===== src/rtl/ram_bank_access_ctrl_if.sv =====
// Requester/bank bus of the banked RAM access controller.
// Port A (core), port B (loader/DMA) and the four 8-bit bank RAM lanes.
interface ram_bank_access_ctrl_if #(
    parameter int BYTE_ADDR_W = 18
);
    localparam int WW = BYTE_ADDR_W - 2;

    logic                   a_req;
    logic                   a_we;
    logic [1:0]             a_size;
    logic [BYTE_ADDR_W-1:0] a_addr;
    logic [31:0]            a_wdata;
    logic                   a_gnt;
    logic                   a_ack;
    logic [31:0]            a_rdata;

    logic                   b_req;
    logic                   b_we;
    logic [1:0]             b_size;
    logic [BYTE_ADDR_W-1:0] b_addr;
    logic [31:0]            b_wdata;
    logic                   b_gnt;
    logic                   b_ack;
    logic [31:0]            b_rdata;

    logic [WW-1:0]          ram_addr0;
    logic [WW-1:0]          ram_addr1;
    logic [WW-1:0]          ram_addr2;
    logic [WW-1:0]          ram_addr3;
    logic [7:0]             ram_wdata0;
    logic [7:0]             ram_wdata1;
    logic [7:0]             ram_wdata2;
    logic [7:0]             ram_wdata3;
    logic [3:0]             ram_we;
    logic [7:0]             ram_rdata0;
    logic [7:0]             ram_rdata1;
    logic [7:0]             ram_rdata2;
    logic [7:0]             ram_rdata3;
    logic                   busy;

    modport slave (
        input  a_req, a_we, a_size, a_addr, a_wdata,
        output a_gnt, a_ack, a_rdata,
        input  b_req, b_we, b_size, b_addr, b_wdata,
        output b_gnt, b_ack, b_rdata,
        output ram_addr0, ram_addr1, ram_addr2, ram_addr3,
        output ram_wdata0, ram_wdata1, ram_wdata2, ram_wdata3,
        output ram_we,
        input  ram_rdata0, ram_rdata1, ram_rdata2, ram_rdata3,
        output busy
    );

    modport master (
        output a_req, a_we, a_size, a_addr, a_wdata,
        input  a_gnt, a_ack, a_rdata,
        output b_req, b_we, b_size, b_addr, b_wdata,
        input  b_gnt, b_ack, b_rdata,
        input  ram_addr0, ram_addr1, ram_addr2, ram_addr3,
        input  ram_wdata0, ram_wdata1, ram_wdata2, ram_wdata3,
        input  ram_we,
        output ram_rdata0, ram_rdata1, ram_rdata2, ram_rdata3,
        input  busy
    );
endinterface


===== src/rtl/ram_bank_access_ctrl.sv =====
// Round-robin sharing of a 4x8-bit banked RAM between two requesters, unaligned access support.
// Latency: gnt +1, write ack +2, read ack +2+RD_LATENCY; requests outside IDLE wait (req held).
module ram_bank_access_ctrl #(
    parameter int BYTE_ADDR_W = 18,
    parameter int RD_LATENCY  = 1
) (
    input logic clk,
    input logic rst_n,
    ram_bank_access_ctrl_if.slave bus
);
    localparam int WW = BYTE_ADDR_W - 2;

    typedef enum logic [1:0] {IDLE, ACCESS, WAIT, DONE} state_t;

    state_t        state;
    logic          last_grant;      // 0 = A, 1 = B
    logic          sel;
    logic          lat_we;
    logic [1:0]    lat_off;
    logic [1:0]    cnt;
    logic [WW-1:0] addr_q  [4];
    logic [7:0]    wdata_q [4];
    logic [3:0]    we_q;
    logic          a_gnt_q, b_gnt_q, a_ack_q, b_ack_q;
    logic [31:0]   a_rdata_q, b_rdata_q;

    logic                   pick_b;
    logic                   any_req;
    logic                   s_we;
    logic [1:0]             s_size;
    logic [BYTE_ADDR_W-1:0] s_addr;
    logic [31:0]            s_wdata;
    logic [WW-1:0]          s_word;
    logic [1:0]             s_off;
    logic [2:0]             nbytes;
    logic [1:0]             rel     [4];
    logic [WW-1:0]          n_addr  [4];
    logic [7:0]             n_wdata [4];
    logic [3:0]             n_we;
    logic [7:0]             rd_bank [4];
    logic [31:0]            rd_rot;

    always_comb begin
        pick_b  = bus.b_req && (!bus.a_req || !last_grant);
        any_req = bus.a_req || bus.b_req;
        s_we    = pick_b ? bus.b_we    : bus.a_we;
        s_size  = pick_b ? bus.b_size  : bus.a_size;
        s_addr  = pick_b ? bus.b_addr  : bus.a_addr;
        s_wdata = pick_b ? bus.b_wdata : bus.a_wdata;
        s_word  = s_addr[BYTE_ADDR_W-1:2];
        s_off   = s_addr[1:0];
        case (s_size)
            2'd0:    nbytes = 3'd1;
            2'd1:    nbytes = 3'd2;
            default: nbytes = 3'd4;
        endcase
        n_we = 4'b0000;
        // Bank j holds data byte (j - off) mod 4; banks below off belong to the next word.
        for (int j = 0; j < 4; j++) begin
            rel[j]     = 2'(j) - s_off;
            n_addr[j]  = s_word + WW'(2'(j) < s_off);
            n_wdata[j] = s_wdata[8*rel[j] +: 8];
            n_we[j]    = s_we && ({1'b0, rel[j]} < nbytes);
        end
    end

    assign rd_bank[0] = bus.ram_rdata0;
    assign rd_bank[1] = bus.ram_rdata1;
    assign rd_bank[2] = bus.ram_rdata2;
    assign rd_bank[3] = bus.ram_rdata3;

    always_comb begin
        rd_rot = '0;
        for (int k = 0; k < 4; k++) begin
            rd_rot[8*k +: 8] = rd_bank[lat_off + 2'(k)];
        end
    end

    always_ff @(posedge clk or negedge rst_n) begin
        if (!rst_n) begin
            state      <= IDLE;
            last_grant <= 1'b1;
            sel        <= 1'b0;
            lat_we     <= 1'b0;
            lat_off    <= 2'd0;
            cnt        <= 2'd0;
            for (int j = 0; j < 4; j++) begin
                addr_q[j]  <= '0;
                wdata_q[j] <= '0;
            end
            we_q       <= 4'b0000;
            a_gnt_q    <= 1'b0;
            b_gnt_q    <= 1'b0;
            a_ack_q    <= 1'b0;
            b_ack_q    <= 1'b0;
            a_rdata_q  <= '0;
            b_rdata_q  <= '0;
        end else begin
            a_gnt_q <= 1'b0;
            b_gnt_q <= 1'b0;
            a_ack_q <= 1'b0;
            b_ack_q <= 1'b0;
            case (state)
                IDLE: begin
                    if (any_req) begin
                        sel        <= pick_b;
                        last_grant <= pick_b;
                        lat_we     <= s_we;
                        lat_off    <= s_off;
                        addr_q     <= n_addr;
                        wdata_q    <= n_wdata;
                        we_q       <= n_we;
                        a_gnt_q    <= !pick_b;
                        b_gnt_q    <= pick_b;
                        state      <= ACCESS;
                    end
                end
                ACCESS: begin
                    we_q <= 4'b0000;
                    if (lat_we) begin
                        a_ack_q <= !sel;
                        b_ack_q <= sel;
                        state   <= DONE;
                    end else begin
                        cnt   <= 2'(RD_LATENCY - 1);
                        state <= WAIT;
                    end
                end
                WAIT: begin
                    if (cnt == 2'd0) begin
                        if (sel) b_rdata_q <= rd_rot;
                        else     a_rdata_q <= rd_rot;
                        a_ack_q <= !sel;
                        b_ack_q <= sel;
                        state   <= DONE;
                    end else begin
                        cnt <= cnt - 2'd1;
                    end
                end
                DONE:    state <= IDLE;
                default: state <= IDLE;
            endcase
        end
    end

    assign bus.a_gnt      = a_gnt_q;
    assign bus.b_gnt      = b_gnt_q;
    assign bus.a_ack      = a_ack_q;
    assign bus.b_ack      = b_ack_q;
    assign bus.a_rdata    = a_rdata_q;
    assign bus.b_rdata    = b_rdata_q;
    assign bus.ram_addr0  = addr_q[0];
    assign bus.ram_addr1  = addr_q[1];
    assign bus.ram_addr2  = addr_q[2];
    assign bus.ram_addr3  = addr_q[3];
    assign bus.ram_wdata0 = wdata_q[0];
    assign bus.ram_wdata1 = wdata_q[1];
    assign bus.ram_wdata2 = wdata_q[2];
    assign bus.ram_wdata3 = wdata_q[3];
    assign bus.ram_we     = we_q;
    assign bus.busy       = (state != IDLE);
endmodule


===== src/flat_wrapper.sv =====
// flat-port wrapper written by rule: the top's interface ports become plain ports
module ram_bank_access_ctrl_flat 
#(
    parameter int BYTE_ADDR_W = 18,
    parameter int RD_LATENCY  = 1
)
  (clk, rst_n, bus_a_req, bus_a_we, bus_a_size, bus_a_addr, bus_a_wdata, bus_a_gnt, bus_a_ack, bus_a_rdata, bus_b_req, bus_b_we, bus_b_size, bus_b_addr, bus_b_wdata, bus_b_gnt, bus_b_ack, bus_b_rdata, bus_ram_addr0, bus_ram_addr1, bus_ram_addr2, bus_ram_addr3, bus_ram_wdata0, bus_ram_wdata1, bus_ram_wdata2, bus_ram_wdata3, bus_ram_we, bus_ram_rdata0, bus_ram_rdata1, bus_ram_rdata2, bus_ram_rdata3, bus_busy);
  ram_bank_access_ctrl_if #(.BYTE_ADDR_W(BYTE_ADDR_W)) bus_i ();
  input logic clk;
  input logic rst_n;
  input wire logic [$bits(bus_i.a_req)-1:0] bus_a_req;
  input wire logic [$bits(bus_i.a_we)-1:0] bus_a_we;
  input wire logic [$bits(bus_i.a_size)-1:0] bus_a_size;
  input wire logic [$bits(bus_i.a_addr)-1:0] bus_a_addr;
  input wire logic [$bits(bus_i.a_wdata)-1:0] bus_a_wdata;
  output wire logic [$bits(bus_i.a_gnt)-1:0] bus_a_gnt;
  output wire logic [$bits(bus_i.a_ack)-1:0] bus_a_ack;
  output wire logic [$bits(bus_i.a_rdata)-1:0] bus_a_rdata;
  input wire logic [$bits(bus_i.b_req)-1:0] bus_b_req;
  input wire logic [$bits(bus_i.b_we)-1:0] bus_b_we;
  input wire logic [$bits(bus_i.b_size)-1:0] bus_b_size;
  input wire logic [$bits(bus_i.b_addr)-1:0] bus_b_addr;
  input wire logic [$bits(bus_i.b_wdata)-1:0] bus_b_wdata;
  output wire logic [$bits(bus_i.b_gnt)-1:0] bus_b_gnt;
  output wire logic [$bits(bus_i.b_ack)-1:0] bus_b_ack;
  output wire logic [$bits(bus_i.b_rdata)-1:0] bus_b_rdata;
  output wire logic [$bits(bus_i.ram_addr0)-1:0] bus_ram_addr0;
  output wire logic [$bits(bus_i.ram_addr1)-1:0] bus_ram_addr1;
  output wire logic [$bits(bus_i.ram_addr2)-1:0] bus_ram_addr2;
  output wire logic [$bits(bus_i.ram_addr3)-1:0] bus_ram_addr3;
  output wire logic [$bits(bus_i.ram_wdata0)-1:0] bus_ram_wdata0;
  output wire logic [$bits(bus_i.ram_wdata1)-1:0] bus_ram_wdata1;
  output wire logic [$bits(bus_i.ram_wdata2)-1:0] bus_ram_wdata2;
  output wire logic [$bits(bus_i.ram_wdata3)-1:0] bus_ram_wdata3;
  output wire logic [$bits(bus_i.ram_we)-1:0] bus_ram_we;
  input wire logic [$bits(bus_i.ram_rdata0)-1:0] bus_ram_rdata0;
  input wire logic [$bits(bus_i.ram_rdata1)-1:0] bus_ram_rdata1;
  input wire logic [$bits(bus_i.ram_rdata2)-1:0] bus_ram_rdata2;
  input wire logic [$bits(bus_i.ram_rdata3)-1:0] bus_ram_rdata3;
  output wire logic [$bits(bus_i.busy)-1:0] bus_busy;
  assign bus_i.a_req = bus_a_req;
  assign bus_i.a_we = bus_a_we;
  assign bus_i.a_size = bus_a_size;
  assign bus_i.a_addr = bus_a_addr;
  assign bus_i.a_wdata = bus_a_wdata;
  assign bus_a_gnt = bus_i.a_gnt;
  assign bus_a_ack = bus_i.a_ack;
  assign bus_a_rdata = bus_i.a_rdata;
  assign bus_i.b_req = bus_b_req;
  assign bus_i.b_we = bus_b_we;
  assign bus_i.b_size = bus_b_size;
  assign bus_i.b_addr = bus_b_addr;
  assign bus_i.b_wdata = bus_b_wdata;
  assign bus_b_gnt = bus_i.b_gnt;
  assign bus_b_ack = bus_i.b_ack;
  assign bus_b_rdata = bus_i.b_rdata;
  assign bus_ram_addr0 = bus_i.ram_addr0;
  assign bus_ram_addr1 = bus_i.ram_addr1;
  assign bus_ram_addr2 = bus_i.ram_addr2;
  assign bus_ram_addr3 = bus_i.ram_addr3;
  assign bus_ram_wdata0 = bus_i.ram_wdata0;
  assign bus_ram_wdata1 = bus_i.ram_wdata1;
  assign bus_ram_wdata2 = bus_i.ram_wdata2;
  assign bus_ram_wdata3 = bus_i.ram_wdata3;
  assign bus_ram_we = bus_i.ram_we;
  assign bus_i.ram_rdata0 = bus_ram_rdata0;
  assign bus_i.ram_rdata1 = bus_ram_rdata1;
  assign bus_i.ram_rdata2 = bus_ram_rdata2;
  assign bus_i.ram_rdata3 = bus_ram_rdata3;
  assign bus_busy = bus_i.busy;
  ram_bank_access_ctrl #(.BYTE_ADDR_W(BYTE_ADDR_W), .RD_LATENCY(RD_LATENCY)) u_core (.clk(clk), .rst_n(rst_n), .bus(bus_i));
endmodule

===== config.mk =====
export PLATFORM = sky130hd
export DESIGN_NAME = ram_bank_access_ctrl_flat
export DESIGN_NICKNAME = d
export VERILOG_FILES = /design/src/rtl/ram_bank_access_ctrl_if.sv /design/src/rtl/ram_bank_access_ctrl.sv /design/src/flat_wrapper.sv
export SDC_FILE = /design/constraint.sdc
export NUM_CORES = 1
export LEC_CHECK = 0
export ABC_AREA = 1
export BUFFER_PORTS_ARGS = -buffer_cell sky130_fd_sc_hd__buf_2
export CELL_PAD_IN_SITES_DETAIL_PLACEMENT = 1
export CELL_PAD_IN_SITES_GLOBAL_PLACEMENT = 2
export CORE_MARGIN = 4
export CORE_UTILIZATION = 30
export DETAILED_ROUTE_END_ITERATION = 7
export GPL_TIMING_DRIVEN = 0
export PLACE_DENSITY = 0.94
export REMOVE_ABC_BUFFERS = 1
export SLEW_MARGIN = 10
export SYNTH_ARGS = -nofsm -noshare
export SYNTH_HDL_FRONTEND = slang
export SYNTH_SLANG_ARGS = --single-unit

===== constraint.sdc =====
create_clock -name clk -period 4.6 [get_ports clk]
set_clock_uncertainty 0.05 [all_clocks]
set_input_delay 0.92 -clock clk [delete_from_list [all_inputs] [get_ports clk]]
set_output_delay 0.92 -clock clk [all_outputs]
set_load 0.03 [all_outputs]

==> PnR_summary.wiki, run 1 <==
{| class="wikitable"
! Metric !! Value
|-
| Overall routed net length || 36300 µm
|-
| Number of global-route vias before repair || 10900
|-
| Total placed cells including tap cells || 2072
|-
| CTS Buffer Depth || 2
|-
| Basic-gate share of the synthesized area counting and, or, nand and nor cells || 33.4%
|-
| Relative slew slack || 20.6%
|-
| Buffers on Ports || 310
|-
| Class of the most critical setup path || input pin to flip-flop
|-
| Gate count of the mapped netlist || 1377
|-
| Sink Count || 177
|-
| Half-perimeter wire length after placement || 27100 µm
|-
| Proportion of synthesized chip area in sequential cells || 44.8%
|-
| FMAX || 0.241 GHz
|-
| Largest area contributor in the netlist || sky130_fd_sc_hd__dfrtp_1
|-
| Largest net degree at the start of global routing || 99
|-
| Clock buffer count from CTS || 17
|-
| Clock share of power || 15.3%
|-
| Finished Core Util || 38.4%
|-
| Area share of fa/ha/maj cells after synthesis || 1.90%
|-
| Worst reg-to-reg setup slack || 0.56 ns
|-
| Hold path startpoint || u_core.bus.ram_we[3]
|-
| Outcome || finished, final reports clean
|-
| Count of state elements after synthesis || 177
|-
| Number of detailed-route iterations in the first pass || 5
|-
| Post-detailed-route wirelength per cell || 17.3 µm
|-
| Number of warnings issued by yosys || 0
|-
| Routed vias/inst || 4.86
|-
| Hold-critical path endpoint || u_core.bus.ram_we[3]
|-
| Final period util || 90.1%
|-
| CTS Root Cell || sky130_fd_sc_hd__clkbuf_16
|-
| Data required time of the critical path || 4.88 ns
|-
| Predominant post-synthesis flop cell || sky130_fd_sc_hd__dfrtp_1
|-
| CTS H-tree depth || 4
|-
| Switching share of power || 52.0%
|-
| Clk Latency, worst-skew pair || 0.44 ns
|-
| Die Outline Area || 36000 µm²
|-
| Startpoint types || input pin
|-
| Complex-gate fraction of the synthesized area || 12.2%
|-
| Total of max-cap violations || 0
|-
| Endpoint type of the worst setup path || flip-flop
|-
| Endpoint of the worst-slack reg-to-reg timing path || u_core.bus.ram_we[2]
|-
| Post-synthesis cell area || 9900 µm²
|-
| All-layer global routing usage || 20.1%
|-
| Proportion of power drawn by combinational gates || 55.3%
|-
| Class of the most critical hold timing path || flip-flop to flip-flop
|-
| Total grt overflow || 0
|-
| Internal Power || 0.00457 W
|-
| Critical path fanouts, max || 93
|-
| Post CTS Setup Buffer Count || 0
|-
| Avg Inst Size Synth || 7.19 µm²
|-
| Count of routing violations after the opening detailed-route iteration || 405
|-
| XOR/XNOR share of the synthesized area || 0.354%
|-
| Sum of negative setup slack || 0 ns
|-
| Net load switching power || 0.00495 W
|-
| Startpoint of the worst register-to-register path || u_core.last_grant
|-
| Sequential cell fraction of total power || 29.4%
|-
| IO Count || 311
|-
| DR vias || 10200
|-
| Standby leakage power || 6.58 nW
|-
| Clock period minus worst slack || 4.14 ns
|-
| Top post-synthesis cells by area || sky130_fd_sc_hd__dfrtp_1, sky130_fd_sc_hd__nand2_1, sky130_fd_sc_hd__o21ai_0
|-
| Number of flops mapped to enable cells by yosys || 0
|-
| VDD IR-drop max || 0.000341 V
|-
| Initial antenna violation count || 2
|-
| DIE WIDTH || 190 µm
|-
| Number of design rule violations left after detail routing || 0
|-
| Share of synthesized area spent on multiplexers || 0%
|-
| Critical Path AT || 4.42 ns
|-
| Synth-to-layout area growth || 26.3%
|-
| Hold path depth || 2
|-
| Max-slew violation count || 0
|-
| Core region area || 32500 µm²
|-
| Share of layout cells above drive strength 1 || 24.6%
|-
| Number of cells on the worst reg-to-reg path || 11
|-
| Post-synth cell types || 34
|-
| Final weighted congestion in routability-driven placement || 0.824
|-
| Post-route insts no fill || 2105
|-
| Combinational family with the most area after synthesis || simple AND/OR/NAND/NOR gates
|-
| Reg clk slew, reported paths || 0.07 ns
|-
| Starting density of the core || 30.4%
|-
| Final Net Count || 1806
|-
| Row count || 66
|-
| Post-synthesis async set-or-reset flop share || 100%
|-
| Fraction of synthesized cell area taken by the top area cell type || 44.5%
|-
| Worst Max-Slew Pin Slew || 1.19 ns
|-
| Die height || 190 µm
|-
| Number of setup violations in the final report || 0
|-
| Unrepaired setup endpoints after global routing || no
|-
| Cell Pwr Density || 761 nW/µm²
|-
| Final-report hold violation count || 0
|-
| Post-route ant nets || 0
|-
| First-pass GRT wire length || 58300 µm
|-
| Tot Pwr || 0.00951 W
|-
| CTS tree || yes
|}
-- synthesized netlist by cell type, drive strengths merged, types with 3 or more instances --
library cell,n
o21ai,194
clkbuf,42
nand2,553
o211ai,17
buf,25
ha,15
dfrtp,176
nand3b,10
xnor2,3
nor2,98
or2,4
inv,102
a21oi,13
nand3,106
a31oi,3
nand4,11
-- registers in the layout, indices dropped and copies added (netlist names), 16 cells and up --
signal,flops
u_core.bus.ram_addr1,16
u_core.bus.ram_addr0,16
u_core.bus.ram_addr2,16
u_core.bus.ram_addr3,16
u_core.bus.b_rdata,32
u_core.bus.a_rdata,32
-- per-stage QoR --
stage / setup WS, ns / instance area (µm²) / hold slack (ns)
after floorplan: -0.134 / 9560 / 0.376
after global placement: -3.40 / 11700 / 0.389
after detailed placement: -0.507 / 11900 / 0.410
after CTS: 0.271 / 12500 / 0.429
after global routing: 0.0334 / 12500 / 0.454
final: 0.457 / 12500 / 0.424
-- worst max-delay path: stages --
cell and delay (ns):
sky130_fd_sc_hd__buf_2 0.32, sky130_fd_sc_hd__nand2_8 0.56, sky130_fd_sc_hd__clkinv_2 0.49, sky130_fd_sc_hd__nand2_1 0.19, sky130_fd_sc_hd__nand2_2 0.18, sky130_fd_sc_hd__ha_1 0.68
sky130_fd_sc_hd__clkinvlp_4 0.42, sky130_fd_sc_hd__ha_1 0.39, sky130_fd_sc_hd__nand3_1 0.07, sky130_fd_sc_hd__nand3_1 0.07, sky130_fd_sc_hd__nand2_1 0.05
-- routing by layer --
| metal | vias up | GRT usage, % | routed length, µm | part of all wire (%) |
|---|---|---|---|---|
| met5 | - | 0 | 27 | 0.074 |
| met4 | 4 | 4.87 | 580 | 1.6 |
| met3 | 38 | 4.79 | 2120 | 5.8 |
| met2 | 276 | 34.5 | 17400 | 48 |
| met1 | 4963 | 25.7 | 16200 | 45 |
| li1 | 4951 | - | - | - |
-- cell usage in the layout, fill, tap and decap left out, drive strengths merged --
cell type and count:
dfrtp 176, a31oi 3, dfstp 1, o21ai 194, nand3b 10, xor2 1
o21a 1, xnor2 3, nor2 98, clkbuf 17, clkinv 6, clkinvlp 4
a21oi 13, o31ai 1, bufinv 1, ha 15, buf 320, nand3 106
diode 2, inv 106, o211ai 17, nand4 11, or2 4, nand2 553
-- power by group through the flow --
stage          Sequential (W)  Clock (W)  Combinational [W]
6_report              0.00280    0.00145            0.00527
5_1_grt               0.00290    0.00155            0.00582
4_1_cts               0.00281    0.00149            0.00535
3_5_place_dp          0.00282          0            0.00532
3_3_place_gp          0.00286          0            0.00500
2_1_floorplan         0.00419          0            0.00197
-- timing repair --
action,CTS,global route
setup endpoints to repair,1,1
hold buffers,0,0
gates resized for setup,1,2
-- worst max path at each step --
stage               startpoint              endpoint
CTS                  bus_b_req  u_core.bus.ram_we[2]
global placement     bus_b_req  u_core.bus.ram_we[2]
global route         bus_a_req  u_core.bus.ram_we[2]
floorplan            bus_a_req  u_core.bus.ram_we[0]
detailed placement   bus_b_req  u_core.bus.ram_we[2]
finish               bus_b_req  u_core.bus.ram_we[2]
-- cells by family (layout without fill, tap and decap cells) --
logic type	after synthesis	after routing
xor gates and xnor gates	4	4
buffers and inverters	170	454
other	0	2
AOI/OAI and AO/OA	229	229
adders and majority gates	15	15
and+or+nand+nor	782	782
DFF	177	177
-- layout make-up --
class | instances | area, µm²
Antenna cell | 2 | 5.00
Clock buffer | 17 | 425
Clock inverter | 14 | 134
Fill cell | 4207 | 20000
Inverter | 103 | 392
Multi-Input combinational cell | 1030 | 4780
Sequential cell | 177 | 4430
Tap cell | 442 | 553
Timing Repair Buffer | 320 | 1790
No activity file was read; power rests on OpenSTA's default activity.
==> inputs of run 2 (changes only) <==
- CORE_UTILIZATION: 30 -> 28
- PLACE_DENSITY: 0.94 -> 0.84
- clock period: 4.6 -> 4.2 ns (I/O delays scaled with it)
==> PnR_summary.wiki, run 2 (synthesis results as in run 1) <==
{| class="wikitable"
! Metric !! Value
|-
| Class of the most critical setup path || input pin to flip-flop
|-
| Number of cells on the worst reg-to-reg path || 11
|-
| Tot Pwr || 0.0104 W
|-
| Class of the most critical hold timing path || input pin to async pin
|-
| Critical Path AT || 4.04 ns
|-
| First-pass GRT wire length || 58700 µm
|-
| Die Outline Area || 38400 µm²
|-
| Relative slew slack || 28.6%
|-
| Row count || 68
|-
| Met1 Use GR || 25.7%
|-
| IO Count || 311
|-
| Initial antenna violation count || 4
|-
| Hold-fix buffers at CTS || 0
|-
| Overall routed net length || 36600 µm
|-
| All-layer global routing usage || 19.2%
|-
| Final period util || 89.6%
|-
| Final Net Count || 1807
|-
| Multi-input logic area || 4780 µm²
|-
| Cell Pwr Density || 829 nW/µm²
|-
| Post-route insts no fill || 2121
|-
| Die height || 196 µm
|-
| Reg clk slew, reported paths || 0.07 ns
|-
| Critical path fanouts, max || 93
|-
| Clk Latency, worst-skew pair || 0.44 ns
|-
| Count of routing violations after the opening detailed-route iteration || 364
|-
| DIE WIDTH || 196 µm
|-
| Half-perimeter wire length after placement || 27500 µm
|-
| Total grt overflow || 0
|-
| Startpoint types || input pin
|-
| Number of detailed-route iterations in the first pass || 4
|-
| Number of design rule violations left after detail routing || 0
|-
| Largest net degree at the start of global routing || 102
|-
| DR vias || 10000
|-
| Buffers on Ports || 310
|-
| Total of max-cap violations || 0
|-
| Endpoint type of the worst setup path || flip-flop
|-
| Post-route ant nets || 0
|-
| Final-report hold violation count || 0
|-
| CTS Buffer Depth || 2
|-
| Startpoint of the worst register-to-register path || u_core.last_grant
|-
| CTS tree || yes
|-
| Post-detailed-route wirelength per cell || 17.3 µm
|-
| Number of global-route vias before repair || 10400
|-
| Fillers || 4465
|-
| Core region area || 34700 µm²
|-
| Outcome || finished, final reports clean
|-
| Synth-to-layout area growth || 26.9%
|-
| VDD IR-drop max || 0.000445 V
|-
| Endpoint of the worst-slack reg-to-reg timing path || u_core.bus.ram_we[2]
|-
| Starting density of the core || 28.5%
|-
| Global-route track usage on met3 || 5.03%
|-
| Sink Count || 177
|-
| Share of layout cells above drive strength 1 || 24.7%
|-
| Clock period minus worst slack || 3.76 ns
|-
| Standby leakage power || 6.61 nW
|-
| Commonest cells after routing, fill and taps aside || sky130_fd_sc_hd__nand2_1, sky130_fd_sc_hd__buf_2, sky130_fd_sc_hd__dfrtp_1
|-
| Register area || 4430 µm²
|-
| Data required time of the critical path || 4.48 ns
|-
| Number of setup violations in the final report || 0
|-
| Final weighted congestion in routability-driven placement || 0.775
|-
| Clock buffer count from CTS || 17
|-
| Worst Max-Slew Pin Slew || 1.07 ns
|-
| CTS H-tree depth || 4
|-
| Total placed cells including tap cells || 2086
|-
| Max-slew violation count || 0
|-
| Routed vias/inst || 4.74
|-
| Worst reg-to-reg setup slack || 0.44 ns
|-
| Most common cell after layout, fill and taps aside || sky130_fd_sc_hd__nand2_1
|-
| Peak-usage layer in the global routing report || met2
|-
| FMAX || 0.266 GHz
|-
| Unrepaired setup endpoints after global routing || no
|-
| Global-route met2 utilization || 31.3%
|-
| CTS Root Cell || sky130_fd_sc_hd__clkbuf_16
|}
-- run 2: changes by cell type in the layout (fill, tap and decap cells not counted), sizes merged --
cell	change
clkinvlp	-1
diode	+1
clkinv	-2
clkbuf	+3
inv	+2
-- run 2: worst max-delay path by stage --
| stage | cells after the start | endpoint | from | slack, ns |
|---|---|---|---|---|
| floorplan | 8 | u_core.bus.ram_we[0] | bus_a_req | -0.45 |
| global placement | 6 | u_core.bus.ram_we[1] | bus_b_req | -4.04 |
| detailed placement | 11 | u_core.bus.ram_we[2] | bus_b_req | -0.95 |
| CTS | 11 | u_core.bus.ram_we[2] | bus_b_req | 0.04 |
| global route | 11 | u_core.bus.ram_we[2] | u_core.last_grant | 0.06 |
| finish | 12 | u_core.bus.ram_we[2] | bus_a_req | 0.44 |
-- run 2: power breakdown --
group | total (W) | switching, W | internal, W | leakage, nW
registers | 0.00308 | 0.000530 | 0.00255 | 2.16
logic | 0.00574 | 0.00411 | 0.00164 | 4.17
clock network | 0.00160 | 0.000756 | 0.000845 | 0.277
-- run 2: what timing repair did --
item	4_1_cts	5_1_grt
buffers inserted	0	0
resized for setup	2	2
setup endpoints to repair	16	1
cloned	0	0
-- run 2: area by class of cell --
cell class                 count  area share, %
clock inverter                13          0.986
clock buffer                  19           3.53
multi-input combinational   1030           38.0
timing repair buffer         321           14.5
tap                          455           4.53
antenna                        3         0.0597
inverter                     103           3.13
sequential                   177           35.3
-- run 2: stage by stage --
stage / instance area, µm² / setup TNS, ns / hold slack, ns / setup slack, ns / util, %
after floorplan: 9560 / -8.77 / 0.376 / -0.454 / -
after global placement: 11700 / -451.13 / 0.402 / -4.04 / 33.6
after detailed placement: 12000 / -20.39 / 0.410 / -0.948 / 34.5
after CTS: 12600 / 0 / 0.327 / 0.0422 / 36.2
after global routing: 12600 / 0 / 0.352 / 0.0610 / 36.2
final: 12600 / 0 / 0.322 / 0.436 / 36.2
-- run 2: critical path: stages --
cell and delay (ns):
sky130_fd_sc_hd__buf_2 0.16, sky130_fd_sc_hd__nand2_4 0.25, sky130_fd_sc_hd__nand2_8 0.50, sky130_fd_sc_hd__inv_4 0.24, sky130_fd_sc_hd__nand2_1 0.11, sky130_fd_sc_hd__nand2_1 0.18, sky130_fd_sc_hd__ha_1 0.69, sky130_fd_sc_hd__clkinvlp_4 0.45
sky130_fd_sc_hd__ha_1 0.40, sky130_fd_sc_hd__nand3_1 0.07, sky130_fd_sc_hd__nand3_1 0.08, sky130_fd_sc_hd__nand2_1 0.05
-- run 2: metal layers --
metal	wire [µm]	up-vias
met4	476	4
met5	22	-
met3	2290	30
li1	-	4958
met1	16900	4801
met2	16900	250
==> inputs of run 3 (changes only) <==
- clock period: 4.2 -> 3.5 ns (I/O delays scaled with it)
==> PnR_summary.wiki, run 3 (synthesis results as in run 1) <==
{| class="wikitable"
! Metric !! Value
|-
| Data required time of the critical path || 3.78 ns
|-
| Clk Latency, worst-skew pair || 0.44 ns
|-
| Starting density of the core || 28.5%
|-
| Overall routed net length || 37800 µm
|-
| Largest net degree at the start of global routing || 102
|-
| Die height || 196 µm
|-
| Max-slew violation count || 0
|-
| Row count || 68
|-
| Total grt overflow || 0
|-
| Initial antenna violation count || 4
|-
| Hold-fix buffers at CTS || 0
|-
| Count of routing violations after the opening detailed-route iteration || 370
|-
| Register area || 4430 µm²
|-
| Final weighted congestion in routability-driven placement || 0.775
|-
| CP max stage delay || 0.58 ns
|-
| DR vias || 10100
|-
| Worst-case setup margin in the final layout || 0.314 ns
|-
| FMAX || 0.314 GHz
|-
| Met1 Use GR || 25.7%
|-
| Core region area || 34700 µm²
|-
| Global-route track usage on met3 || 5.07%
|-
| Cell repeated most along the worst path || sky130_fd_sc_hd__nand2_1
|-
| CTS tree || yes
|-
| CTS Root Cell || sky130_fd_sc_hd__clkbuf_16
|-
| Placement Setup Slack || -1.51 ns
|-
| Finished Core Util || 36.3%
|-
| CTS H-tree depth || 4
|-
| Die Outline Area || 38400 µm²
|-
| First-pass GRT wire length || 59400 µm
|-
| Sink Count || 177
|-
| Final Net Count || 1810
|-
| Endpoint type of the worst setup path || flip-flop
|-
| Number of setup violations in the final report || 0
|-
| Routed vias/inst || 4.76
|-
| Post-route ant nets || 0
|-
| CTS Buffer Depth || 2
|-
| Outcome || finished, final reports clean
|-
| Critical path fanouts, max || 29
|-
| Startpoint types || flip-flop
|-
| Fillers || 4462
|-
| Critical path's slowest cell || sky130_fd_sc_hd__ha_2
|-
| Final-report hold violation count || 0
|-
| IO Count || 311
|-
| Number of design rule violations left after detail routing || 0
|-
| Multi-input logic area || 4810 µm²
|-
| Number of detailed-route iterations in the first pass || 4
|-
| Peak-usage layer in the global routing report || met2
|-
| Commonest cells after routing, fill and taps aside || sky130_fd_sc_hd__nand2_1, sky130_fd_sc_hd__buf_2, sky130_fd_sc_hd__dfrtp_1
|-
| Standby leakage power || 6.63 nW
|-
| Tot Pwr || 0.0126 W
|-
| Half-perimeter wire length after placement || 27500 µm
|-
| Cell Pwr Density || 996 nW/µm²
|-
| Post-route insts no fill || 2124
|-
| Buffers on Ports || 310
|-
| DIE WIDTH || 196 µm
|-
| Final period util || 91.0%
|-
| Number of global-route vias before repair || 10500
|-
| Total of max-cap violations || 0
|-
| Most common cell after layout, fill and taps aside || sky130_fd_sc_hd__nand2_1
|-
| Global-route met2 utilization || 32.2%
|-
| Reg clk slew, reported paths || 0.07 ns
|-
| VDD IR-drop max || 0.000535 V
|-
| Unrepaired setup endpoints after global routing || no
|-
| CP cell instances || nand2_4 -> nand2_8 -> inv_4 -> nand2_1 -> nand2_1 -> ha_2 -> clkinv_2 -> ha_1 -> nand3_1 -> nand3_1 -> nand2_1
|-
| Clock buffer count from CTS || 17
|-
| Synth-to-layout area growth || 27.3%
|-
| Post-detailed-route wirelength per cell || 17.8 µm
|-
| Worst Max-Slew Pin Slew || 0.972 ns
|-
| Total placed cells including tap cells || 2086
|-
| Clock period minus worst slack || 3.19 ns
|-
| Class of the most critical setup path || flip-flop to flip-flop
|-
| Class of the most critical hold timing path || input pin to async pin
|-
| All-layer global routing usage || 19.5%
|-
| Critical Path AT || 3.46 ns
|-
| Relative slew slack || 35.2%
|-
| Share of layout cells above drive strength 1 || 24.9%
|-
| Worst reg-to-reg setup slack || 0.31 ns
|-
| Sum of negative setup slack || 0 ns
|}
## run 3: critical path: cells and delay by family (launching register included)
kind | cells | cell delay (ns)
fa+ha+maj | 2 | 0.95
buf+inv | 2 | 0.44
flops | 1 | 0.56
simple gates | 7 | 1.05
## run 3: repair_timing
action | in CTS | in global routing
gates cloned | 1 | 2
resized for setup | 4 | 2
buffers inserted | 0 | 0
endpoints found under the setup margin | 78 | 16
pin swaps | 1 | 1
## run 3: through the flow
stage | hold slack [ns] | cell area, µm²
4_1_cts | 0.187 | 12600
2_1_floorplan | 0.354 | 9560
6_report | 0.186 | 12600
3_3_place_gp | 0.402 | 11700
3_5_place_dp | 0.410 | 12000
5_1_grt | 0.212 | 12600
## run 3: final cells by class
cell class,count,area share [%]
Multi-Input combinational cell,1033,38.2
Clock inverter,13,0.983
Sequential cell,177,35.2
Timing Repair Buffer,321,14.4
Clock buffer,19,3.52
Antenna cell,3,0.0596
Inverter,103,3.10
Tap cell,455,4.52
## run 3: power breakdown
group / internal [W] / leakage, nW / switching, W
Clock: 0.00101 / 0.277 / 0.000913
Sequential: 0.00305 / 2.16 / 0.000635
Combinational: 0.00197 / 4.19 / 0.00497
## run 3: layer usage
layer  vias up  share of wire, %
met2       280                46
met3        40               6.3
met5         -             0.058
met1      4819                46
met4         4               1.7
li1       4970                 -
## run 3: path summary, 6_finish.rpt
check / start / endpoint / depth (start not counted)
setup / recovery: u_core.last_grant / u_core.bus.ram_we[2] / 11
max in group asynchronous: rst_n / u_core.bus.ram_wdata3[1] / 2
setup reg to reg: u_core.last_grant / u_core.bus.ram_we[2] / 11
min in group clk: u_core.bus.ram_addr1[10] / u_core.bus.ram_addr1[10] / 2
hold reg to reg: u_core.bus.ram_addr1[10] / u_core.bus.ram_addr1[10] / 2
hold / removal: rst_n / u_core.bus.b_rdata[10] / 1
